==> config.mk <==
export PLATFORM = sky130hd
export DESIGN_NAME = uart_rx
export DESIGN_NICKNAME = d
export VERILOG_FILES = /design/src/rtl/uart_rx.sv
export SDC_FILE = /design/constraint.sdc
export NUM_CORES = 1
export LEC_CHECK = 0
export ABC_CLOCK_PERIOD_IN_PS = 2500
export CORE_MARGIN = 5
export CORE_UTILIZATION = 26
export DETAILED_ROUTE_END_ITERATION = 7
export HOLD_SLACK_MARGIN = 0.08
export PLACE_DENSITY = 0.55
export SYNTH_ARGS = -nofsm -noshare
export SYNTH_HDL_FRONTEND = slang
export SYNTH_SLANG_ARGS = --single-unit
==> constraint.sdc <==
create_clock -name clk -period 2.5 [get_ports clk]
set_clock_uncertainty 0.1 [all_clocks]
set_input_delay 0.5 -clock clk [delete_from_list [all_inputs] [get_ports clk]]
set_output_delay 0.5 -clock clk [all_outputs]
set_load 0.02 [all_outputs]
==> src/rtl/uart_rx.sv <==
// 16x oversampling UART receiver with a one-byte holding register and rd/rdy handshake.
// Define UART_RX_PARITY_EN to expect an even parity bit between the data and the stop bit.
module uart_rx #(
   parameter int OS_DIV = 27
) (
   input  logic       clk,
   input  logic       rst,
   input  logic       rxd,
   input  logic       rd,
   output logic [7:0] dout,
   output logic       rdy,
   output logic       rts,
   output logic       frame_err,
   output logic       overrun,
   output logic       parity_err
);

   localparam int DW = (OS_DIV > 1) ? $clog2(OS_DIV) : 1;
   localparam logic [DW-1:0] DIV_LAST = DW'(OS_DIV - 1);

`ifdef UART_RX_PARITY_EN
   typedef enum logic [2:0] {IDLE, START, DATA, PARITY, STOP} state_t;
`else
   typedef enum logic [2:0] {IDLE, START, DATA, STOP} state_t;
`endif

   state_t          state;
   logic            rxd_meta;
   logic            rxd_sync;
   logic [DW-1:0]   div_cnt;
   logic            tick;
   logic [3:0]      os_cnt;
   logic [2:0]      bit_idx;
   logic [7:0]      shift;
   logic            load_pend;
`ifdef UART_RX_PARITY_EN
   logic            par_bit;
`endif

   // Idle-high reset value keeps a reset release from looking like a start bit.
   always_ff @(posedge clk or negedge rst) begin
      if (!rst) begin
         rxd_meta <= 1'b1;
         rxd_sync <= 1'b1;
      end else begin
         rxd_meta <= rxd;
         rxd_sync <= rxd_meta;
      end
   end

   always_ff @(posedge clk or negedge rst) begin
      if (!rst) begin
         div_cnt <= '0;
      end else if (div_cnt == DIV_LAST) begin
         div_cnt <= '0;
      end else begin
         div_cnt <= div_cnt + 1'b1;
      end
   end

   assign tick = (div_cnt == DIV_LAST);

   // Frame sequencing plus the holding register; a good byte is handed over one cycle after the stop sample.
   always_ff @(posedge clk or negedge rst) begin
      if (!rst) begin
         state      <= IDLE;
         os_cnt     <= 4'd0;
         bit_idx    <= 3'd0;
         shift      <= 8'h00;
         load_pend  <= 1'b0;
         dout       <= 8'h00;
         rdy        <= 1'b0;
         rts        <= 1'b1;
         frame_err  <= 1'b0;
         overrun    <= 1'b0;
`ifdef UART_RX_PARITY_EN
         par_bit    <= 1'b0;
         parity_err <= 1'b0;
`endif
      end else begin
         frame_err <= 1'b0;
         overrun   <= 1'b0;
         load_pend <= 1'b0;
`ifdef UART_RX_PARITY_EN
         parity_err <= 1'b0;
`endif
         if (tick) os_cnt <= os_cnt + 4'd1;

         case (state)
            IDLE: begin
               if (!rxd_sync) begin
                  state   <= START;
                  os_cnt  <= 4'd0;
                  bit_idx <= 3'd0;
               end
            end
            START: begin
               if (tick && os_cnt == 4'd7) begin
                  os_cnt <= 4'd0;
                  state  <= rxd_sync ? IDLE : DATA;
               end
            end
            DATA: begin
               if (tick && os_cnt == 4'd15) begin
                  shift   <= {rxd_sync, shift[7:1]};
                  bit_idx <= bit_idx + 3'd1;
                  if (bit_idx == 3'd7) begin
                     os_cnt <= 4'd0;
`ifdef UART_RX_PARITY_EN
                     state  <= PARITY;
`else
                     state  <= STOP;
`endif
                  end
               end
            end
`ifdef UART_RX_PARITY_EN
            PARITY: begin
               if (tick && os_cnt == 4'd15) begin
                  par_bit <= rxd_sync;
                  os_cnt  <= 4'd0;
                  state   <= STOP;
               end
            end
`endif
            STOP: begin
               // Leave at mid-stop so a start bit immediately following is not missed.
               if (tick && os_cnt == 4'd15) begin
                  os_cnt <= 4'd0;
                  state  <= IDLE;
                  if (!rxd_sync) begin
                     frame_err <= 1'b1;
`ifdef UART_RX_PARITY_EN
                  end else if (^{shift, par_bit}) begin
                     parity_err <= 1'b1;
`endif
                  end else begin
                     load_pend <= 1'b1;
                  end
               end
            end
            default: state <= IDLE;
         endcase

         if (load_pend) begin
            if (!rdy || rd) begin
               dout <= shift;
               rdy  <= 1'b1;
               rts  <= 1'b0;
            end else begin
               overrun <= 1'b1;
            end
         end else if (rd && rdy) begin
            rdy <= 1'b0;
            rts <= 1'b1;
         end
      end
   end

`ifndef UART_RX_PARITY_EN
   assign parity_err = 1'b0;
`endif

endmodule

# Yosys cells after proc, flatten, opt, wreduce, memory -nomap -nowiden
# Index checks and enable logic that the tools add are counted.
[word_totals] ff_bits=38 latch_bits=0 ram_bits=0 romBits=0 in_bits=4 output_inout_bits=13 wordCells=74 mem_count=0
[op_classes] add_sub_neg=3 multipliers=0 div=0 n_lt_le_gt_ge=0 eq_ne=13 n_shift=0 n_mux=32 n_bitwise=0 reduce_logical=13
[ops] operator="$mux 4" n=6
[ops] operator="$mux 3" n=7
[ops] operator="$pmux 4 s4" n=1
[ops] operator="$mux 1" n=14
[ops] operator="$pmux 3 s4" n=1
[ops] operator="$ne 2x2->1 const B" n=5
[ops] operator="$eq 3x2->1 const B" n=2
[ops] operator="$pmux 3 s2" n=1
[ops] operator="$reduce_and 2->1" n=3
[ops] operator="$add 5x1->5 const B" n=1
[ops] operator="$eq 5x5->1 const B" n=1
[ops] operator="$mux 5" n=1
[ops] operator="$reduce_and 5->1" n=1
[ops] operator="$add 4x1->4 const B" n=1
[ops] operator="$eq 4x3->1 const B" n=1
[ops] operator="$eq 4x4->1 const B" n=1
[ops] operator="$reduce_bool 2->1" n=2
[ops] operator="$add 3x1->3 const B" n=1
[ops] operator="$eq 3x1->1 const B" n=1
[ops] operator="$eq 3x3->1 const B" n=1
[ops] operator="$logic_and 1x1->1" n=3
[ops] operator="$logic_not 3->1" n=1
[ops] operator="$reduce_and 3->1" n=1
[ops] operator="$mux 2" n=1
[ops] operator="other kinds (3)" n=3

# Longest topological paths before layout
# Gate-level depths: netlist of the first run.
[depth] word_depth=5 mapped_depth=6 ltp_nobuf=5

# Least setup slack after synthesis of the first run
# No wires, ideal clock.
[synth_timing] path_kind="register -> register" startpoint="register div_cnt[0]" endpoint="register shift[0]" setup_ns=0.125 t_arrival_ns=1.659 required_ns=2.275 slack_ns=0.616 path_stages_with_launch=6 n_path_buf=0 synth_period_minus_slack_ns=1.884 cell_sequence="dfrtp_1 > inv_1 > ha_1 > nand4b_4 > nor4b_4 > mux2_2"
[synth_between] elab_chain_cells=3
[synth_lines] item="from (decl)" line="30" rtl="logic [DW-1:0] div_cnt;"
[synth_lines] item="from (signal assigned)" line="57" rtl="div_cnt <= div_cnt + 1'b1;"
[synth_lines] item="$eq 5x5->1" line="61" rtl="assign tick = (div_cnt == DIV_LAST);"
[synth_lines] item="$logic_and 1x1->1" line="104" rtl="if (tick && os_cnt == 4'd15) begin"
[synth_lines] item="$reduce_and 2->1 (no line)"
[synth_lines] item="to (signal assigned)" line="105" rtl="shift <= {rxd_sync, shift[7:1]};"
[synth_lines] item="to (decl)" line="34" rtl="logic [7:0] shift;"
# Every way passes these cells.
# A chain may end at the register's enable or synchronous reset.

# Final worst setup path of the first run
[layout_timing] startpoint="register div_cnt[0]" endpoint="register shift[1]"
# Same word-level chain as after synthesis.

==> metrics.md, run 1 <==
| Metric | Value |
|---|---|
| Worst-path clk slew | roughly 70 ps |
| Final setup viols | 0 |
| Initial core utilization | approximately a quarter |
| Worst reg2reg setup slack | around 440 ps |
| RSZ-0062 raised after global routing | false |
| Maxcap violations | 0 |
| DR iter-0 viols | 27 |
| PortBufs | 15 |
| Remaining antenna violation count | 0 |
| Final std cells w/o fill | 230 |
| Clock root cell | clkbuf_8 |
| Net Count, Synth | 143 |
| Pwr per Cell Area | 579 nW/µm² |
| Reg-to-Reg End | shift[1]$_DFFE_PN0P_ |
| Top delay family on crit path | simple AND/OR/NAND/NOR gates |
| Slew Viols, Final | 0 |
| Fmax | 0.486 GHz |
| Worst min path class | in2async |
| Reg2reg start | div_cnt[0]$_DFF_PN0_ |
| DR vias/cell | around 4.5 |
| Filler instances | 624 |
| Synthesis Warnings | 0 |
| GRT overflow | 0 |
| Tmin final | roughly 2000 ps |
| Core ar. | around 6300 µm² |
| Worst IR Drop VDD | around 280 µV |
| ANT cells | 0 |
| Gp weighted congestion | 0.752 |
| WP data required | ~2600 ps |
| Min Hold Slack | approximately 190 ps |
| Final hold viol count | 0 |
| Overall Global Routing Usage | between 7 and 8% |
| Worst-path cell chain | inv_1 -> ha_1 -> nand4b_4 -> nor4b_4 -> mux2_2 |
| CP Class | reg2reg |
| Most frequent cells in the layout | dfrtp_1 (34), mux2_2 (16), clkdlybuf4s50_1 (14) |
| Die X-Extent | approximately 90 µm |
| Clock sink count | 37 |
| Antenna violations before repair | 0 |
| Hpwl dp | ~1900 µm |
| Die Ht | about 90 µm |
| Layout area overhead | 21.1% |
| FF+latch count, synth | 37 |
| Worst skew pair latency | 280 ps |
| Commonest non-fill, non-tap cell in the layout | dfrtp_1 |
| CTS tree | done |
| Vias post-DR | 1038 |
| Hold_buf cts | 0 |
| Post-CTS setup buffer count | 0 |
| Largest net degree at the start of global routing | 38 |
| CTS buffer count | 5 |
| Residual DRC | 0 |
| Worst Setup End Kind | flip-flop |
| Die area | 8070 µm² |
| Startpoint types | flip-flop |
| Fin nets | roughly 160 |
| TritonRoute pass-1 iters | 4 |
| Worst Max-Slew Pin Slew | around 800 ps |
| IO Pins | 17 |
| Avg WL per Cell | about 12 µm |
| Path depth of the worst reg2reg path | 5 |
| Asr flop ratio synth | between 90% and 100% |
| Setup WS post-layout | 443 ps |
| Max-slew headroom | 47.0% |
| Placement Setup Slack | 425 ps |
| First-pass GRT wire length | between 5000 and 6000 µm |
| Fin crit share | between 80 and 90% |
| H-tree levels | 2 |
| Main synth FF type | dfrtp_1 |
| Share of cells above drive strength 1 | between 20% and 30% |
| Seq/Total Area, Yosys | between 50% and 60% |
| Synth cell types | 38 |
| Worst Path Arrival | approximately 2100 ps |
| Setup_tns | 0 ps |
| Row cnt | 29 |
| Vias in the first global route | between 1000 and 1500 |
| Critical Path Slowest Stage Cell | nor4b_4 |
| Routed Wire Length | approximately 2800 µm |
| Crit path buffers/inverters | 1 |
| Post-synthesis cell area | 1660 µm² |
| Status | finished, final reports clean |
| Post-Syn Instances | 134 |
| Synth Area per Inst | roughly 12 µm² |
| CTS resizes | 0 |
| Bufs on Longest Clock Path | 2 |
| Placed cell count | between 200 and 250 |
| Worst-path maximum fanout | 9 |
| CP max stage delay | between 500 and 600 ps |
| Post-synth EDFFs | 0 |
| Pwr Total | approximately 0.0012 W |
| P_leak | 0.881 nW |
-- synthesized netlist by cell type, types with 3 or more instances --
cell | number | area, µm²
o21ai_0 | 3 | 15.0
inv_1 | 6 | 22.5
dfrtp_1 | 34 | 851
nand3_1 | 5 | 25.0
nor2_1 | 6 | 22.5
nor3_1 | 3 | 15.0
clkbuf_1 | 4 | 15.0
nand2_1 | 10 | 37.5
o221ai_1 | 3 | 26.3
mux2_2 | 16 | 180
ha_1 | 5 | 62.6
a211oi_1 | 3 | 22.5
dfstp_2 | 3 | 78.8
-- sequential cells by signal (all words and copies together) (netlist names), 2 cells and up --
signal and flops:
bit_idx 3, div_cnt 5, dout 8, os_cnt 4, shift 8, state 2
-- layer usage --
| layer | global-route usage, % | routed length [µm] | up-vias |
|---|---|---|---|
| li1 | - | - | 513 |
| met1 | 9.63 | 1350 | 505 |
| met2 | 11.2 | 1250 | 15 |
| met3 | 3.17 | 140 | 5 |
| met4 | 2.61 | 29 | 0 |
| met5 | 0 | 0 | - |
-- worst max-delay path by stage --
stage | end | cells past startpoint | startpoint | slack, ps
final | shift[1]$_DFFE_PN0P_ | 5 | div_cnt[0]$_DFF_PN0_ | 440
after global placement | shift[1]$_DFFE_PN0P_ | 5 | div_cnt[0]$_DFF_PN0_ | 440
after floorplan | shift[0]$_DFFE_PN0P_ | 5 | div_cnt[0]$_DFF_PN0_ | 620
after detailed placement | shift[1]$_DFFE_PN0P_ | 5 | div_cnt[0]$_DFF_PN0_ | 430
after global routing | shift[4]$_DFFE_PN0P_ | 5 | div_cnt[0]$_DFF_PN0_ | 280
after CTS | shift[1]$_DFFE_PN0P_ | 5 | div_cnt[0]$_DFF_PN0_ | 420
-- where the power goes --
group | total, W | switching [W] | internal [W]
combinational | 0.0000234 | 0.0000163 | 0.00000712
sequential | 0.000607 | 0.00000285 | 0.000604
clock | 0.000533 | 0.000209 | 0.000324
total | 0.00116 | 0.000228 | 0.000935
-- area by class of cell --
cell class              instances  area [µm²]  area share (%)
multi-input cells              85         678            33.8
clock buffers                   6        82.6            4.11
well taps                      77        96.3            4.80
clock inverters                 2        37.5            1.87
flip-flops and latches         37         930            46.3
inverters                       6        22.5            1.12
repair buffers                 17         160            7.98
-- through the flow --
stage	util (%)	cell area, µm²
6_report	32.0	2010
5_1_grt	32.0	2010
4_1_cts	32.0	2010
3_5_place_dp	30.1	1890
3_3_place_gp	30.1	1890
2_1_floorplan	-	1660
-- logic make-up (layout without fill, tap and decap cells) --
| family | Yosys count | count (layout) | share of synthesized area, % |
|---|---|---|---|
| and+or+nand+nor | 39 | 39 | 14.9 |
| muxes | 18 | 18 | 12.1 |
| xor gates and xnor gates | 3 | 3 | 1.59 |
| DFF | 37 | 37 | 56.1 |
| adders and majority gates | 5 | 5 | 3.77 |
| other | 1 | 1 | 0.226 |
| buffers and inverters | 12 | 31 | 3.02 |
| AOI/OAI and AO/OA | 19 | 19 | 8.38 |
No activity file was read; power rests on OpenSTA's default activity.
==> inputs of run 2 (changes only) <==
--- a/config.mk
+++ b/config.mk
@@ -5,12 +5,12 @@
 export SDC_FILE = /design/constraint.sdc
 export NUM_CORES = 1
 export LEC_CHECK = 0
-export ABC_CLOCK_PERIOD_IN_PS = 2500
+export ABC_CLOCK_PERIOD_IN_PS = 1810
 export CORE_MARGIN = 5
 export CORE_UTILIZATION = 26
 export DETAILED_ROUTE_END_ITERATION = 7
 export HOLD_SLACK_MARGIN = 0.08
-export PLACE_DENSITY = 0.55
+export PLACE_DENSITY = 0.56
 export SYNTH_ARGS = -nofsm -noshare
 export SYNTH_HDL_FRONTEND = slang
 export SYNTH_SLANG_ARGS = --single-unit
==> constraint.sdc (replaced) <==
create_clock -name clk -period 1.81 [get_ports clk]
set_clock_uncertainty 0.1 [all_clocks]
set_input_delay 0.362 -clock clk [delete_from_list [all_inputs] [get_ports clk]]
set_output_delay 0.362 -clock clk [all_outputs]
set_load 0.02 [all_outputs]
==> run 2 against run 1 <==
Compared with the run above: via count rose by 8.1%; worst hold slack improved by 69 ps; register-to-register slack worse by 390 ps; setup slack worse by 390 ps; sequential share of layout area down 3.4 points; maximum frequency grew 17%; non-clock buffer count is 16 higher; largest power group unchanged; cell area up 8.0%; final cell count is 7.0% higher; sequential cell count did not move.
==> metrics.md, run 2 (synthesized netlist as in run 1, its figures left out) <==
| Metric | Value |
|---|---|
| CTS tree | done |
| WP data required | 1890 ps (-680 ps) |
| Gp weighted congestion | 0.823 (+9.4%) |
| Critical path origin | div_cnt[0]$_DFF_PN0_ |
| Min Hold Slack | 262 ps (+69.4 ps) |
| Overall Global Routing Usage | 8.31% (+0.85 points) |
| Fin nets | 177 (+9.9%) |
| Row cnt | 29 (unchanged) |
| Fmax | 0.570 GHz (+17%) |
| Critical Path Slowest Stage Cell | dfrtp_1 |
| WHS Path Cells | 0 |
| Most frequent cells in the layout | dfrtp_1 (34), mux2_2 (16), clkdlybuf4s50_1 (13), buf_4 (13), nand2_1 (10) |
| Clock share of power | 45.5% (-0.3 points) |
| Post-CTS setup buffer count | 0 (unchanged) |
| DR vias/cell | 4.56 (+1.1%) |
| Switching share of power | 21.6% (+2.0 points) |
| Worst Setup End Kind | flip-flop |
| Worst-path cell chain | inv_1 -> ha_2 -> nand4b_4 -> nor4b_4 -> buf_6 -> mux2_2 |
| Layout area overhead | 30.8% |
| RSZ-0062 raised after global routing | true |
| Fin crit share | 96.9% (+15 points) |
| Worst skew pair latency | 300 ps (+20 ps) |
| Residual DRC | 0 (unchanged) |
| Hold_sp | rxd_meta$_DFF_PN1_ |
| Core ar. | 6280 µm² (unchanged) |
| Regs by FF count | dout: 8 flops, shift: 8 flops, div_cnt: 5 flops |
| Worst min path class | reg2reg |
| Placed cell count | 237 (+6.8%) |
| Placement Setup Slack | 17.8 ps (-407 ps) |
| Die area | 8070 µm² (unchanged) |
| GR Util met2 | 12.3% (+1.1 points) |
| Vias post-DR | 1122 (+8.1%) |
| Internal Power | 0.00126 W (+34%) |
| Clock sink count | 37 (unchanged) |
| Worst Path Arrival | 1830 ps (-300 ps) |
| H-tree levels | 2 (unchanged) |
| Multi-input logic area | 699 µm² (+3.1%) |
| Filler instances | 613 (-1.8%) |
| Hold Path End | rxd_sync$_DFF_PN1_ |
| Setup WS post-layout | 56.4 ps (-387 ps) |
| Slew Viols, Final | 0 (unchanged) |
| Commonest non-fill, non-tap cell in the layout | dfrtp_1 |
| DR iter-0 viols | 33 (+22%) |
| ANT cells | 0 (unchanged) |
| Crit path buffers/inverters | 2 (+1) |
| Maxcap violations | 0 (unchanged) |
| IO Pins | 17 (unchanged) |
| Setup_tns | 0 ps (unchanged) |
| Worst IR Drop VDD | 396 µV (+44%) |
| Remaining antenna violation count | 0 (unchanged) |
| PortBufs | 15 (unchanged) |
| CP Class | reg2reg |
| Reg2reg start | div_cnt[0]$_DFF_PN0_ |
| GRT overflow | 0 (unchanged) |
| Path depth of the worst reg2reg path | 6 (+1) |
| Gr busiest metal | met2 |
| Worst-path clk slew | 80 ps (about the same) |
| Avg WL per Cell | 12.3 µm (+1.7%) |
| Final setup viols | 0 (unchanged) |
| Die X-Extent | 89.9 µm (unchanged) |
| Startpoint types | flip-flop |
| Status | finished, final reports clean |
| First-pass GRT wire length | 5510 µm (+9.5%) |
| CP max stage delay | 380 ps (-180 ps) |
| Comb power frac | 2.2% (+0.2 points) |
| Final std cells w/o fill | 246 (+7.0%) |
| TritonRoute pass-1 iters | 6 (+2) |
| Bufs on Longest Clock Path | 2 (unchanged) |
| Tmin final | 1750 ps (-303 ps) |
| Hpwl dp | 2080 µm (+9.4%) |
| GR Util met3 | 3.76% (+0.58 points) |
| Routed Wire Length | 3020 µm (+8.8%) |
| Die Ht | 89.9 µm (unchanged) |
| Top delay family on crit path | simple AND/OR/NAND/NOR gates |
| Power share of the sequential group | 52.3% (about the same) |
| Initial core utilization | 26.4% (unchanged) |
| Largest net degree at the start of global routing | 38 (unchanged) |
| Pwr Total | 0.00160 W (+38%) |
| FF/Latch Area | 930 µm² (unchanged) |
| Worst-path maximum fanout | 8 (-1) |
| Met1 Use GR | 10.5% (+0.92 points) |
| Final hold viol count | 0 (unchanged) |
| P_leak | 0.975 nW (+11%) |
| Vias in the first global route | 1161 (+7.0%) |
| Pwr per Cell Area | 739 nW/µm² (+28%) |
| CTS buffer count | 5 (unchanged) |
| Antenna violations before repair | 0 (unchanged) |
| Reg-to-Reg End | shift[0]$_DFFE_PN0P_ |
| Share of cells above drive strength 1 | 32.0% (+9.1 points) |
| Net load switching power | 0.000346 W (+52%) |
| Clock root cell | clkbuf_8 |
| Worst reg2reg setup slack | 60 ps (-390 ps) |
==> run 2: final cells by class <==
| type | count | share of cell area (%) |
|---|---|---|
| tap | 77 | 4.44 |
| clock buffer | 5 | 3.17 |
| sequential | 37 | 42.9 |
| timing repair buffer | 33 | 14.1 |
| clock inverter | 3 | 2.14 |
| multi-input combinational | 85 | 32.3 |
| inverter | 6 | 1.04 |
==> run 2: metrics by stage <==
step	cell area [µm²]	util, %
6_report	2170	34.5
5_1_grt	2170	34.5
4_1_cts	2140	34.1
3_5_place_dp	2010	32.1
3_3_place_gp	2010	32.1
2_1_floorplan	1660	-
==> run 2: timing repair <==
item                       4_1_cts  5_1_grt
setup endpoints to repair        2       10
hold buffers                     1        0
hold endpoints to repair        34        0
pin swaps                        0        2
resized for setup                2        6
==> run 2: worst max-delay path by stage <==
stage                             end  cells after the start
4_1_cts          shift[0]$_DFFE_PN0P_                      6
5_1_grt          shift[1]$_DFFE_PN0P_                      6
6_report         shift[0]$_DFFE_PN0P_                      6
3_5_place_dp     shift[0]$_DFFE_PN0P_                      6
2_1_floorplan    shift[0]$_DFFE_PN0P_                      5
3_3_place_gp   bit_idx[1]$_DFFE_PN0P_                      5
==> run 2: worst register-to-register path: cells and delay by family (launching register included) <==
kind / cells / cell delay, ps
adder cells (fa/ha/maj): 1 / 200
buffers and inverters: 2 / 230
flip-flops: 1 / 380
multiplexers: 1 / 330
AND/OR/NAND/NOR: 2 / 410
==> run 2: power groups by stage <==
stage | Sequential [W] | Combinational (W) | Clock (W)
2_1_floorplan | 0.000856 | 0.00000687 | 0
3_3_place_gp | 0.000854 | 0.0000361 | 0
3_5_place_dp | 0.000854 | 0.0000366 | 0
4_1_cts | 0.000838 | 0.0000368 | 0.000759
5_1_grt | 0.000839 | 0.0000409 | 0.000790
6_report | 0.000838 | 0.0000348 | 0.000730
==> run 2: per-layer routing <==
metal,part of all wire (%),up-vias
met5,0,-
met4,1.9,0
met3,5.5,6
met2,44,22
met1,49,540
li1,-,554
==> inputs of run 3 (changes only) <==
--- a/config.mk
+++ b/config.mk
@@ -5,12 +5,13 @@
 export SDC_FILE = /design/constraint.sdc
 export NUM_CORES = 1
 export LEC_CHECK = 0
-export ABC_CLOCK_PERIOD_IN_PS = 1810
+export ABC_CLOCK_PERIOD_IN_PS = 1430
 export CORE_MARGIN = 5
 export CORE_UTILIZATION = 26
 export DETAILED_ROUTE_END_ITERATION = 7
 export HOLD_SLACK_MARGIN = 0.08
 export PLACE_DENSITY = 0.56
+export SETUP_SLACK_MARGIN = 0.4
 export SYNTH_ARGS = -nofsm -noshare
 export SYNTH_HDL_FRONTEND = slang
 export SYNTH_SLANG_ARGS = --single-unit
==> constraint.sdc (replaced) <==
create_clock -name clk -period 1.43 [get_ports clk]
set_clock_uncertainty 0.1 [all_clocks]
set_input_delay 0.286 -clock clk [delete_from_list [all_inputs] [get_ports clk]]
set_output_delay 0.286 -clock clk [all_outputs]
set_load 0.1 [all_outputs]
==> run 3 against run 2 <==
Compared with the run above: critical endpoint is now shift[7]$_DFFE_PN0P_; setup slack worse by 420 ps; critical path type unchanged; highest routed layer unchanged; the flow now finishes with violations (negative setup slack); global-route usage is 1.3 points higher; clock-buffer cell count unchanged; clock power up 25%.
==> metrics.md, run 3 (synthesized netlist as in run 1, its figures left out) <==
| Metric | Value |
|---|---|
| Worst-path cell chain | inv_1 -> ha_2 -> nand4b_4 -> nor4b_4 -> buf_6 -> mux2_4 |
| WHS Path Cells | 0 (unchanged) |
| Avg WL per Cell | 13.9 µm (+14%) |
| Switching share of power | 22.1% (+0.58 points) |
| IO Pins | 17 (unchanged) |
| DR vias/cell | 4.75 (+4.2%) |
| Largest net degree at the start of global routing | 38 (unchanged) |
| Gp weighted congestion | 0.808 (-1.7%) |
| Commonest non-fill, non-tap cell in the layout | buf_4 |
| Failing checks | negative setup slack |
| DR iter-0 viols | 27 (-18%) |
| GRT overflow | 0 (unchanged) |
| Clock share of power | 44.0% (-1.5 points) |
| Worst-path maximum fanout | 8 (unchanged) |
| Critical Path Slowest Stage Cell | dfrtp_1 |
| CP Class | reg2reg |
| WP data required | 1500 ps (-390 ps) |
| Final core occ | 43.3% (+8.7 points) |
| Overall Global Routing Usage | 9.66% (+1.3 points) |
| Layout area overhead | 63.8% |
| Vias post-DR | 1279 (+14%) |
| Clock root cell | clkbuf_8 |
| Bufs on Longest Clock Path | 2 (unchanged) |
| Crit path buffers/inverters | 2 (unchanged) |
| Final std cells w/o fill | 269 (+9.3%) |
| Maxcap violations | 0 (unchanged) |
| Worst Setup End Kind | flip-flop |
| Worst min path class | reg2reg |
| TritonRoute pass-1 iters | 6 (unchanged) |
| Power share of the sequential group | 51.4% (-0.9 points) |
| Final setup viols | 24 (+24) |
| Placement Setup Slack | -384 ps (-402 ps) |
| CTS buffer count | 5 (unchanged) |
| ANT cells | 0 (unchanged) |
| H-tree levels | 2 (unchanged) |
| Internal Power | 0.00161 W (+28%) |
| Row cnt | 29 (unchanged) |
| P_leak | 1.19 nW (+22%) |
| CP Depth | 6 (unchanged) |
| Most frequent cells in the layout | buf_4 (30), dfrtp_1 (23), mux2_4 (16) |
| Setup_tns | -6090 ps (-6090 ps) |
| CP max stage delay | 390 ps (about the same) |
| Setup WS post-layout | -368 ps (-424 ps) |
| Slew Viols, Final | 0 (unchanged) |
| Share of cells above drive strength 1 | 62.5% (+31 points) |
| Clock sink count | 37 (unchanged) |
| Die Ht | 89.9 µm (unchanged) |
| PortBufs | 15 (unchanged) |
| Status | finished, violations left |
| Residual DRC | 0 (unchanged) |
| Hold_buf cts | 0 (-1) |
| Top delay family on crit path | simple AND/OR/NAND/NOR gates |
| Startpoint types | flip-flop |
| Vias in the first global route | 1342 (+16%) |
| Placed cell count | 248 (+4.6%) |
| First-pass GRT wire length | 6400 µm (+16%) |
| Fin nets | 200 (+13%) |
| Comb power frac | 4.6% (+2.4 points) |
| CTS tree | done |
| Routed Wire Length | 3750 µm (+24%) |
| Filler instances | 563 (-8.2%) |
| Tmin final | 1800 ps (+44.3 ps) |
| Remaining antenna violation count | 0 (unchanged) |
| Die X-Extent | 89.9 µm (unchanged) |
| Hpwl dp | 2530 µm (+21%) |
| Worst-path clk slew | 70 ps (about the same) |
| RSZ-0062 raised after global routing | true |
| Path depth of the worst reg2reg path | 6 (unchanged) |
| Worst Path Arrival | 1870 ps (+40 ps) |
| Initial core utilization | 26.4% (unchanged) |
| Pwr Total | 0.00207 W (+29%) |
| Regs by FF count | dout: 8 flops, shift: 8 flops, div_cnt: 5 flops |
| Worst IR Drop VDD | 626 µV (+58%) |
| Core ar. | 6280 µm² (unchanged) |
| Pwr per Cell Area | 762 nW/µm² (+3.1%) |
| Fmax | 0.556 GHz (-2.5%) |
| Antenna violations before repair | 0 (unchanged) |
| Fin crit share | 126% (+29 points) |
| Worst skew pair latency | 290 ps (about the same) |
| Net load switching power | 0.000458 W (+33%) |
| Final hold viol count | 0 (unchanged) |
| Die area | 8070 µm² (unchanged) |
[run 3: changes by cell type in the layout (fill, tap and decap cells not counted), moves of 3 or more]
cell,delta
buf_4,+17
ha_1,-3
mux2_2,-16
ha_2,+3
dfrtp_1,-11
clkdlybuf4s50_1,-10
nor2_1,-4
dfrtp_4,+11
buf_12,+12
buf_6,+7
mux2_4,+16
[run 3: what timing repair did]
action                     4_1_cts  5_1_grt
setup endpoints to repair       45       47
resized for setup               26       16
buffers inserted                 7        6
hold endpoints to repair         0        0
pin swaps                        8        6
[run 3: worst paths after layout]
kind,from,endpoint,slack [ps]
min in group asynchronous,rst,dout[6]$_DFFE_PN0P_,270
hold reg to reg,rxd_meta$_DFF_PN1_,rxd_sync$_DFF_PN1_,260
hold / removal,rxd_meta$_DFF_PN1_,rxd_sync$_DFF_PN1_,260
setup reg to reg,div_cnt[0]$_DFF_PN0_,shift[7]$_DFFE_PN0P_,-370
setup / recovery,div_cnt[0]$_DFF_PN0_,shift[7]$_DFFE_PN0P_,-370
max in group asynchronous,rst,rxd_meta$_DFF_PN1_,700
[run 3: area by class of cell]
type	instances	area, µm²	share of cell area (%)
Inverter	6	22.5	0.829
Multi-Input combinational cell	85	878	32.4
Clock inverter	3	46.3	1.71
Clock buffer	5	68.8	2.53
Sequential cell	37	975	35.9
Tap cell	77	96.3	3.55
Timing Repair Buffer	56	628	23.1
[run 3: per-layer routing]
layer | GRT usage, % | vias to the layer above | wire [µm] | share of wire [%]
met1 | 10.8 | 651 | 1570 | 42
met4 | 3.35 | 0 | 53 | 1.4
li1 | - | 599 | - | -
met2 | 16.6 | 25 | 1980 | 53
met5 | 0 | - | 0 | 0
met3 | 3.76 | 4 | 150 | 4.0
[run 3: power by group through the flow]
| stage | registers (W) | logic, W | clock network [W] |
|---|---|---|---|
| floorplan | 0.00110 | 0.0000192 | 0 |
| global placement | 0.00109 | 0.0000840 | 0 |
| detailed placement | 0.00109 | 0.0000866 | 0 |
| CTS | 0.00106 | 0.0000932 | 0.000949 |
| global route | 0.00107 | 0.000103 | 0.00100 |
| finish | 0.00106 | 0.0000945 | 0.000911 |
[run 3: through the flow]
step | cell area, µm² | hold slack, ps
floorplan | 1780 | -110
global placement | 2320 | 248
detailed placement | 2320 | 248
CTS | 2600 | 263
global route | 2720 | 266
finish | 2720 | 259
